$ cat config.mk
export PLATFORM = sky130hd
export DESIGN_NAME = lsu_mem_ctrl
export DESIGN_NICKNAME = d
export VERILOG_FILES = /design/src/rtl/lsu_mem_ctrl.sv
export SDC_FILE = /design/constraint.sdc
export NUM_CORES = 1
export LEC_CHECK = 0
export CORE_MARGIN = 8
export CORE_UTILIZATION = 49
export CTS_CLUSTER_DIAMETER = 50
export DETAILED_ROUTE_END_ITERATION = 8
export GPL_ROUTABILITY_DRIVEN = 0
export HOLD_SLACK_MARGIN = 0.02
export PLACE_DENSITY = 0.89
export SLEW_MARGIN = 30
export SYNTH_ARGS = -nofsm -noshare
export SYNTH_HDL_FRONTEND = slang
export SYNTH_SLANG_ARGS = --single-unit
$ cat constraint.sdc
create_clock -name clk -period 7.5 [get_ports clk]
set_input_delay 1.5 -clock clk [delete_from_list [all_inputs] [get_ports clk]]
set_output_delay 1.5 -clock clk [all_outputs]
set_load 0.005 [all_outputs]
$ cat src/rtl/lsu_mem_ctrl.sv
// Load/store initiator: turns RV32I byte/half/word requests into cycles on a word-addressed data memory.
// Define LSU_STATS_EN to add per-class completion counters (stat_loads/stat_stores/stat_errs).
module lsu_mem_ctrl #(
  parameter int MEM_WORDS = 128
) (
  input  logic        clk,
  input  logic        rst,
  input  logic        req_valid,
  output logic        req_ready,
  input  logic        req_we,
  input  logic [2:0]  req_funct3,
  input  logic [31:0] req_addr,
  input  logic [31:0] req_wdata,
  output logic        resp_valid,
  output logic [31:0] resp_rdata,
  output logic        resp_err,
  output logic        mem_read_en,
  output logic        mem_write_en,
  output logic [31:0] mem_address,
  output logic [31:0] mem_data_in,
  input  logic [31:0] mem_data_out
`ifdef LSU_STATS_EN
  ,
  output logic [31:0] stat_loads,
  output logic [31:0] stat_stores,
  output logic [31:0] stat_errs
`endif
);

  // state    | meaning
  // S_IDLE   | waiting for a request, req_ready high
  // S_LOAD   | memory read, word captured at the edge
  // S_RMW_RD | read of the word a sub-word store will patch
  // S_STORE  | memory write of the full or merged word
  // S_DONE   | one-cycle response pulse
  typedef enum logic [2:0] {
    S_IDLE, S_LOAD, S_RMW_RD, S_STORE, S_DONE
  } state_t;

  state_t      state, state_nxt;
  logic        accept;
  logic        req_bad;
  logic [31:0] addr_q;
  logic        we_q;
  logic [2:0]  funct3_q;
  logic [15:0] wdata_q;
  logic        err_q;
  logic [31:0] word_q;
  logic [31:0] merged;
  logic [31:0] shifted;
  logic [31:0] load_ext;

  assign accept = req_valid && req_ready;

  always_comb begin
    req_bad = 1'b0;
    case (req_funct3)
      3'b000:  req_bad = 1'b0;
      3'b001:  req_bad = req_addr[0];
      3'b010:  req_bad = |req_addr[1:0];
      3'b100:  req_bad = req_we;
      3'b101:  req_bad = req_we | req_addr[0];
      default: req_bad = 1'b1;
    endcase
    if (req_addr[31:2] >= 30'(MEM_WORDS))
      req_bad = 1'b1;
  end

  always_ff @(posedge clk) begin
    if (rst) state <= S_IDLE;
    else     state <= state_nxt;
  end

  always_comb begin
    state_nxt = state;
    case (state)
      S_IDLE: begin
        if (accept) begin
          if (req_bad)                    state_nxt = S_DONE;
          else if (!req_we)               state_nxt = S_LOAD;
          else if (req_funct3 == 3'b010)  state_nxt = S_STORE;
          else                            state_nxt = S_RMW_RD;
        end
      end
      S_LOAD:   state_nxt = S_DONE;
      S_RMW_RD: state_nxt = S_STORE;
      S_STORE:  state_nxt = S_DONE;
      S_DONE:   state_nxt = S_IDLE;
      default:  state_nxt = S_IDLE;
    endcase
  end

  // word_q holds the SW data from accept, or the word read in LOAD / merged in RMW_RD
  always_ff @(posedge clk) begin
    if (rst) begin
      addr_q   <= '0;
      we_q     <= 1'b0;
      funct3_q <= '0;
      wdata_q  <= '0;
      err_q    <= 1'b0;
      word_q   <= '0;
    end else if (accept) begin
      addr_q   <= req_addr;
      we_q     <= req_we;
      funct3_q <= req_funct3;
      wdata_q  <= req_wdata[15:0];
      err_q    <= req_bad;
      word_q   <= req_wdata;
    end else if (state == S_LOAD) begin
      word_q <= mem_data_out;
    end else if (state == S_RMW_RD) begin
      word_q <= merged;
    end
  end

  always_comb begin
    merged = mem_data_out;
    if (funct3_q[1:0] == 2'b00)
      merged[{addr_q[1:0], 3'b000} +: 8] = wdata_q[7:0];
    else
      merged[{addr_q[1], 4'b0000} +: 16] = wdata_q;
  end

  always_comb begin
    shifted = word_q >> {addr_q[1:0], 3'b000};
    case (funct3_q)
      3'b000:  load_ext = {{24{shifted[7]}}, shifted[7:0]};
      3'b001:  load_ext = {{16{shifted[15]}}, shifted[15:0]};
      3'b100:  load_ext = {24'h0, shifted[7:0]};
      3'b101:  load_ext = {16'h0, shifted[15:0]};
      default: load_ext = word_q;
    endcase
  end

  // all outputs held low while rst is asserted, whatever the state
  always_comb begin
    req_ready    = 1'b0;
    resp_valid   = 1'b0;
    resp_rdata   = '0;
    resp_err     = 1'b0;
    mem_read_en  = 1'b0;
    mem_write_en = 1'b0;
    mem_address  = '0;
    mem_data_in  = '0;
    if (!rst) begin
      case (state)
        S_IDLE: req_ready = 1'b1;
        S_LOAD, S_RMW_RD: begin
          mem_read_en = 1'b1;
          mem_address = {addr_q[31:2], 2'b00};
        end
        S_STORE: begin
          mem_write_en = 1'b1;
          mem_address  = {addr_q[31:2], 2'b00};
          mem_data_in  = word_q;
        end
        S_DONE: begin
          resp_valid = 1'b1;
          resp_err   = err_q;
          resp_rdata = (err_q || we_q) ? 32'h0 : load_ext;
        end
        default: ;
      endcase
    end
  end

`ifdef LSU_STATS_EN
  always_ff @(posedge clk) begin
    if (rst) begin
      stat_loads  <= '0;
      stat_stores <= '0;
      stat_errs   <= '0;
    end else if (state == S_DONE) begin
      if (err_q)     stat_errs   <= stat_errs + 32'd1;
      else if (we_q) stat_stores <= stat_stores + 32'd1;
      else           stat_loads  <= stat_loads + 32'd1;
    end
  end
`endif

endmodule
# Word level (Yosys, flattened, before mapping)
# Cells that the tools add are included.
# totals
output_inout_bits	101
register_bits	88
wordCells	70
input_bits	103
# op_classes
muxes	31
order_cmp	1
eq_ne	12
n_addsub	2
bitwise	1
shifts	5
reduce_logical	11
# op_table
op	n
two-way mux 32 bit	11
one-hot mux 32 bit (4 select lines)	1
bitwise mux 32 bit	2
variable shift 16 x 7 -> 32 bit, first input constant	1
variable shift 8 x 7 -> 32 bit, first input constant	1
variable part select 16 x 7 -> 32 bit	1
variable part select 8 x 7 -> 32 bit	1
>> shifter 32 x 5 -> 16 bit	1
greater-or-equal comparator 30 x 8 -> 1 bit, second input constant	1
== test 3 bit, second input constant	5
negation 5 -> 7 bit	2
two-way mux 1 bit	12
== test 3 x 1 -> 1 bit, second input constant	3
== test 3 x 2 -> 1 bit, second input constant	3
logical NOT 3 bit	3
one-hot mux 3 bit (3 select lines)	1
two-way mux 3 bit	2
OR reduction 2 bit	3
one-hot mux 1 bit (5 select lines)	1
nonzero test 3 bit	1
OR reduction 3 bit	1
logical NOT 2 bit	1
two-way mux 2 bit	1
!= test 2 bit, second input constant	1
other kinds (3)	3

# Longest topological paths before layout
# depth
word_depth	7
ltp_mapped	8
ltp_nobuf	6

# Worst setup path after synthesis
# No wires, ideal clock.
# synth_path
kind	input to output
from	input port rst
to	output port resp_rdata[21]
arrival_ns	2.660
required_ns	6.000
n_path_buf	2
setup_slack_ns	3.340
stages	6
path_cell_list	nor4b_4 > nand2_2 > or3_1 > buf_2 > buf_6 > o2bb2ai_1
# synth_between
elab_chain_cells	1
# synth_rtl
element	line	rtl
start, declared	7	input logic rst,
two-way mux 32 bit	145	if (!rst) begin
end, declared	15	output logic [31:0] resp_rdata,
# No other way between the ends.

# Worst setup path in the final report
# layout_path
from	input port rst
to	output port resp_rdata[26]
# Same word-level chain as after synthesis.

==> flow_results.org <==
** Timing
- Number of endpoints failing setup at the final stage :: 0
- The number of failing hold endpoints at the final stage came to 0.
- Setup Skew :: 0.00979 ns
- Final Cycle Share :: 71.7%
- Slew of the pin with the lowest slew margin :: 0.831 ns
- Crit path time final :: 5.38 ns
- Worst slack on hold paths :: 0.479 ns
- For this run, the top clock speed supported by timing is 186 MHz.
- Setup repair after global routing left no endpoint under its margin.
- Aggregate negative setup slack :: 0 ns
- In the post-route analysis, the smallest setup slack over all paths is 2.12 ns.
- The max-slew violation count was 0.
- The worst pin sits at a relative slew slack of 43.5%.

** Final layout
- Area Growth Syn to Fin :: 39.2%
- Cells with a size suffix above 1 make up 4.69% of the layout.
- Layout net count :: 978
- In the layout the commonest cells are sky130_fd_sc_hd__clkdlybuf4s50_1, sky130_fd_sc_hd__nand2_1, sky130_fd_sc_hd__dfxtp_1.
- Antenna Cells :: 0
- Leaving out fill and tap cells, the most frequent cell in the layout is sky130_fd_sc_hd__clkdlybuf4s50_1.

** Die
- I/O pins :: 204
- Height of the die :: 121 µm
- Floorplan die area :: 14700 µm²
- Placement row count :: 38
- The core region is 10800 µm².
- Die width :: 121 µm
- For this configuration, the core starts out at a cell density of 50.2%.

** Route
- Initial detailed-routing violation count :: 811
- DR DRC count :: 0
- In this run the remaining antenna-violating nets after routing total 0.
- Detail-routed via count per cell :: 6.18
- Total Routed Length :: 20600 µm
- Drt pass-1 iters :: 8
- After detailed routing, the average wire length per cell comes to 20.3 µm.
- Via count :: 6262

** Yosys
- Number of instances in the synthesized netlist :: 714
- For this run, the number of Yosys warnings is 0.
- Share of flip-flops with an asynchronous set or reset after synthesis :: 0%
- Count of unique library cells instantiated by Yosys :: 58
- The cell area that synthesis handed to floorplanning was 5450 µm².
- Sequential elements use 32.4% of the synthesized area.
- Yosys mapped a number of flops with a built-in enable equal to 0.
- The synthesized design contains 88 register bits.
- The most used flip-flop cell after synthesis is sky130_fd_sc_hd__dfxtp_1.
- Mean post-synth cell area :: 7.63 µm²

** Power
- IR analysis of the VDD net gives a maximum drop of 85.6 µV.
- Summed over all cells, the static leakage comes to 2.48 nW.
- In this run the power density over the cells is 148 nW/µm².

** Global routing
- Maximum number of pins on one net before global-route repair :: 77
- The first global-routing pass estimated 31600 µm of wire.
- Antenna violations before repair :: 0
- In the global route stage, overall resource usage came out at 26.5%.
- Number of global-route vias before repair :: 5934
- Global route overflow :: 0

** Min path
- In this run the most critical hold path is launched from wdata_q[12].
- The worst hold path terminates at wdata_q[12].
- Counting instances, the worst hold path has a depth of 2.
- Worst min-delay path class :: reg -> reg

** Worst setup path
- Slowest cell on the critical path :: sky130_fd_sc_hd__or3_1
- Endpoint of the most critical register-to-register path :: word_q[12]
- Setup slack on the worst reg-to-reg path comes out at 4.48 ns.
- The critical path is of the in -> out type.
- Reg2Reg Launch Point :: addr_q[1]
- Walking the worst path, the cells encountered are buf_2 -> buf_4 -> nor4b_4 -> nand2_2 -> or3_1 -> o2bb2ai_1 -> clkdlybuf4s50_1.
- Data required time of the critical path :: 6.00 ns
- Maximum fanout encountered on the critical timing path :: 42
- Data arrival at the endpoint of the critical path :: 3.88 ns
- Peak per-stage delay on the critical path :: 0.62 ns
- Endpoint class of the critical path :: output port
- STA classifies the critical path startpoint as an input port.
- Depth of the worst register-to-register path :: 6

** Clocking
- Cts bufs inserted :: 9
- Clock-pin slew was measured on the worst setup and hold paths at 0.08 ns.
- TritonCTS built the clock tree.
- Buffers added to address setup during post-CTS repair amount to 0.
- The clock tree synthesis step divided the H-tree into 3 levels.
- Clk sinks :: 88
- In this run the clock root is driven by a sky130_fd_sc_hd__clkbuf_8.
- Post-CTS Hold Buffers :: 0
- Clock buffer depth :: 2
- After clock tree synthesis, the repair step resized 0 gates.
- The clock reaches the later pin of the worst-skew pair after 0.36 ns.

** Placement
- Input/output buffers :: 201
- Once detailed placement completed, the half-perimeter wirelength came to 15300 µm.
- Worst setup slack after placement :: 2.04 ns

** Run status
- The run finished with clean final reports.

** Run
- Reported max-cap violation count :: 0
[worst max-delay path by stage]
stage               start        endpoint  slack, ns  cells after the start
floorplan             rst  resp_rdata[21]       3.34                      6
global placement      rst  resp_rdata[26]       2.10                      7
detailed placement    rst  resp_rdata[26]       2.04                      7
CTS                   rst  resp_rdata[26]       2.04                      7
global route          rst  resp_rdata[16]       1.95                      7
finish                rst  resp_rdata[26]       2.12                      7
[area by class of cell]
cell class | count | area, µm²
fill | 880 | 3260
clock buffer | 11 | 141
sequential | 88 | 1760
clock inverter | 4 | 77.6
timing repair buffer | 206 | 2040
inverter | 23 | 91.3
tap | 140 | 175
multi-input combinational | 542 | 3290
[per-stage QoR]
step | area [µm²] | power [mW] | instances | util, %
6_report | 7580 | 1.12 | 1014 | 69.9
4_1_cts | 7570 | 1.12 | 1014 | 69.8
3_5_place_dp | 7350 | 0.757 | 999 | 67.8
2_1_floorplan | 5450 | 0.652 | 715 | -
3_3_place_gp | 7350 | 0.747 | 999 | 67.8
5_1_grt | 7580 | 1.16 | 1014 | 69.9
[cell families after synthesis]
logic type / count (synthesis) / share of synthesized area [%]
AOI/OAI and AO/OA: 230 / 29.0
xor gates and xnor gates: 1 / 0.161
adders and majority gates: 5 / 1.15
buffers and inverters: 85 / 7.70
DFF: 88 / 32.4
muxes: 11 / 2.02
other: 1 / 0.0689
and+or+nand+nor: 293 / 27.5
[power by group]
part / switching (mW) / internal (mW)
combinational: 0.120 / 0.103
clock: 0.170 / 0.197
sequential: 0.0370 / 0.496
[sequential cells by signal, summed over array words and instances (netlist names)]
signal and flops:
funct3_q 3, wdata_q 16, addr_q 32, err_q 1, we_q 1, state 3, word_q 32
[layer usage]
layer / track usage (%) / vias up / wire, µm
met4: 11.8 / 0 / 693
met3: 5.26 / 68 / 2380
met2: 43.8 / 420 / 9790
met1: 32.6 / 2879 / 7690
li1: - / 2895 / -
met5: 0 / - / 0
[worst max-delay path: cells and delay by family]
family | cells | cell delay [ns]
AOI/OAI and AO/OA | 1 | 0.25
and+or+nand+nor | 3 | 1.22
buffers and inverters | 3 | 0.90
[synthesized netlist by cell type (2+ instances only)]
library cell / number / area, µm²
sky130_fd_sc_hd__nor3_1: 4 / 20.0
sky130_fd_sc_hd__buf_6: 7 / 78.8
sky130_fd_sc_hd__a221oi_1: 20 / 175
sky130_fd_sc_hd__nor4_1: 13 / 81.3
sky130_fd_sc_hd__o2bb2ai_1: 31 / 272
sky130_fd_sc_hd__o31ai_1: 3 / 22.5
sky130_fd_sc_hd__o22ai_1: 21 / 131
sky130_fd_sc_hd__nand2b_1: 32 / 200
sky130_fd_sc_hd__buf_2: 16 / 80.1
sky130_fd_sc_hd__nand3b_1: 6 / 45.0
sky130_fd_sc_hd__nor2_1: 50 / 188
sky130_fd_sc_hd__a311oi_1: 4 / 35.0
sky130_fd_sc_hd__nor3b_1: 5 / 37.5
sky130_fd_sc_hd__o21ai_1: 4 / 20.0
sky130_fd_sc_hd__clkinv_1: 2 / 7.51
sky130_fd_sc_hd__a211oi_1: 20 / 150
sky130_fd_sc_hd__nand3_1: 21 / 105
sky130_fd_sc_hd__nor4_4: 2 / 42.5
sky130_fd_sc_hd__o211ai_1: 3 / 22.5
sky130_fd_sc_hd__a22o_1: 10 / 87.6
sky130_fd_sc_hd__clkbuf_1: 32 / 120
sky130_fd_sc_hd__o21ai_0: 44 / 220
sky130_fd_sc_hd__a31oi_1: 3 / 18.8
sky130_fd_sc_hd__o32ai_1: 9 / 78.8
sky130_fd_sc_hd__dfxtp_1: 88 / 1760
sky130_fd_sc_hd__a21oi_1: 45 / 225
sky130_fd_sc_hd__a221o_1: 8 / 80.1
sky130_fd_sc_hd__inv_1: 19 / 71.3
sky130_fd_sc_hd__buf_4: 6 / 45.0
sky130_fd_sc_hd__ha_1: 5 / 62.6
sky130_fd_sc_hd__nor2b_1: 3 / 18.8
sky130_fd_sc_hd__or3b_1: 2 / 17.5
sky130_fd_sc_hd__mux2i_1: 11 / 110
sky130_fd_sc_hd__and2_1: 32 / 200
sky130_fd_sc_hd__nand2_1: 110 / 413
(Power assumes the default switching activity.)
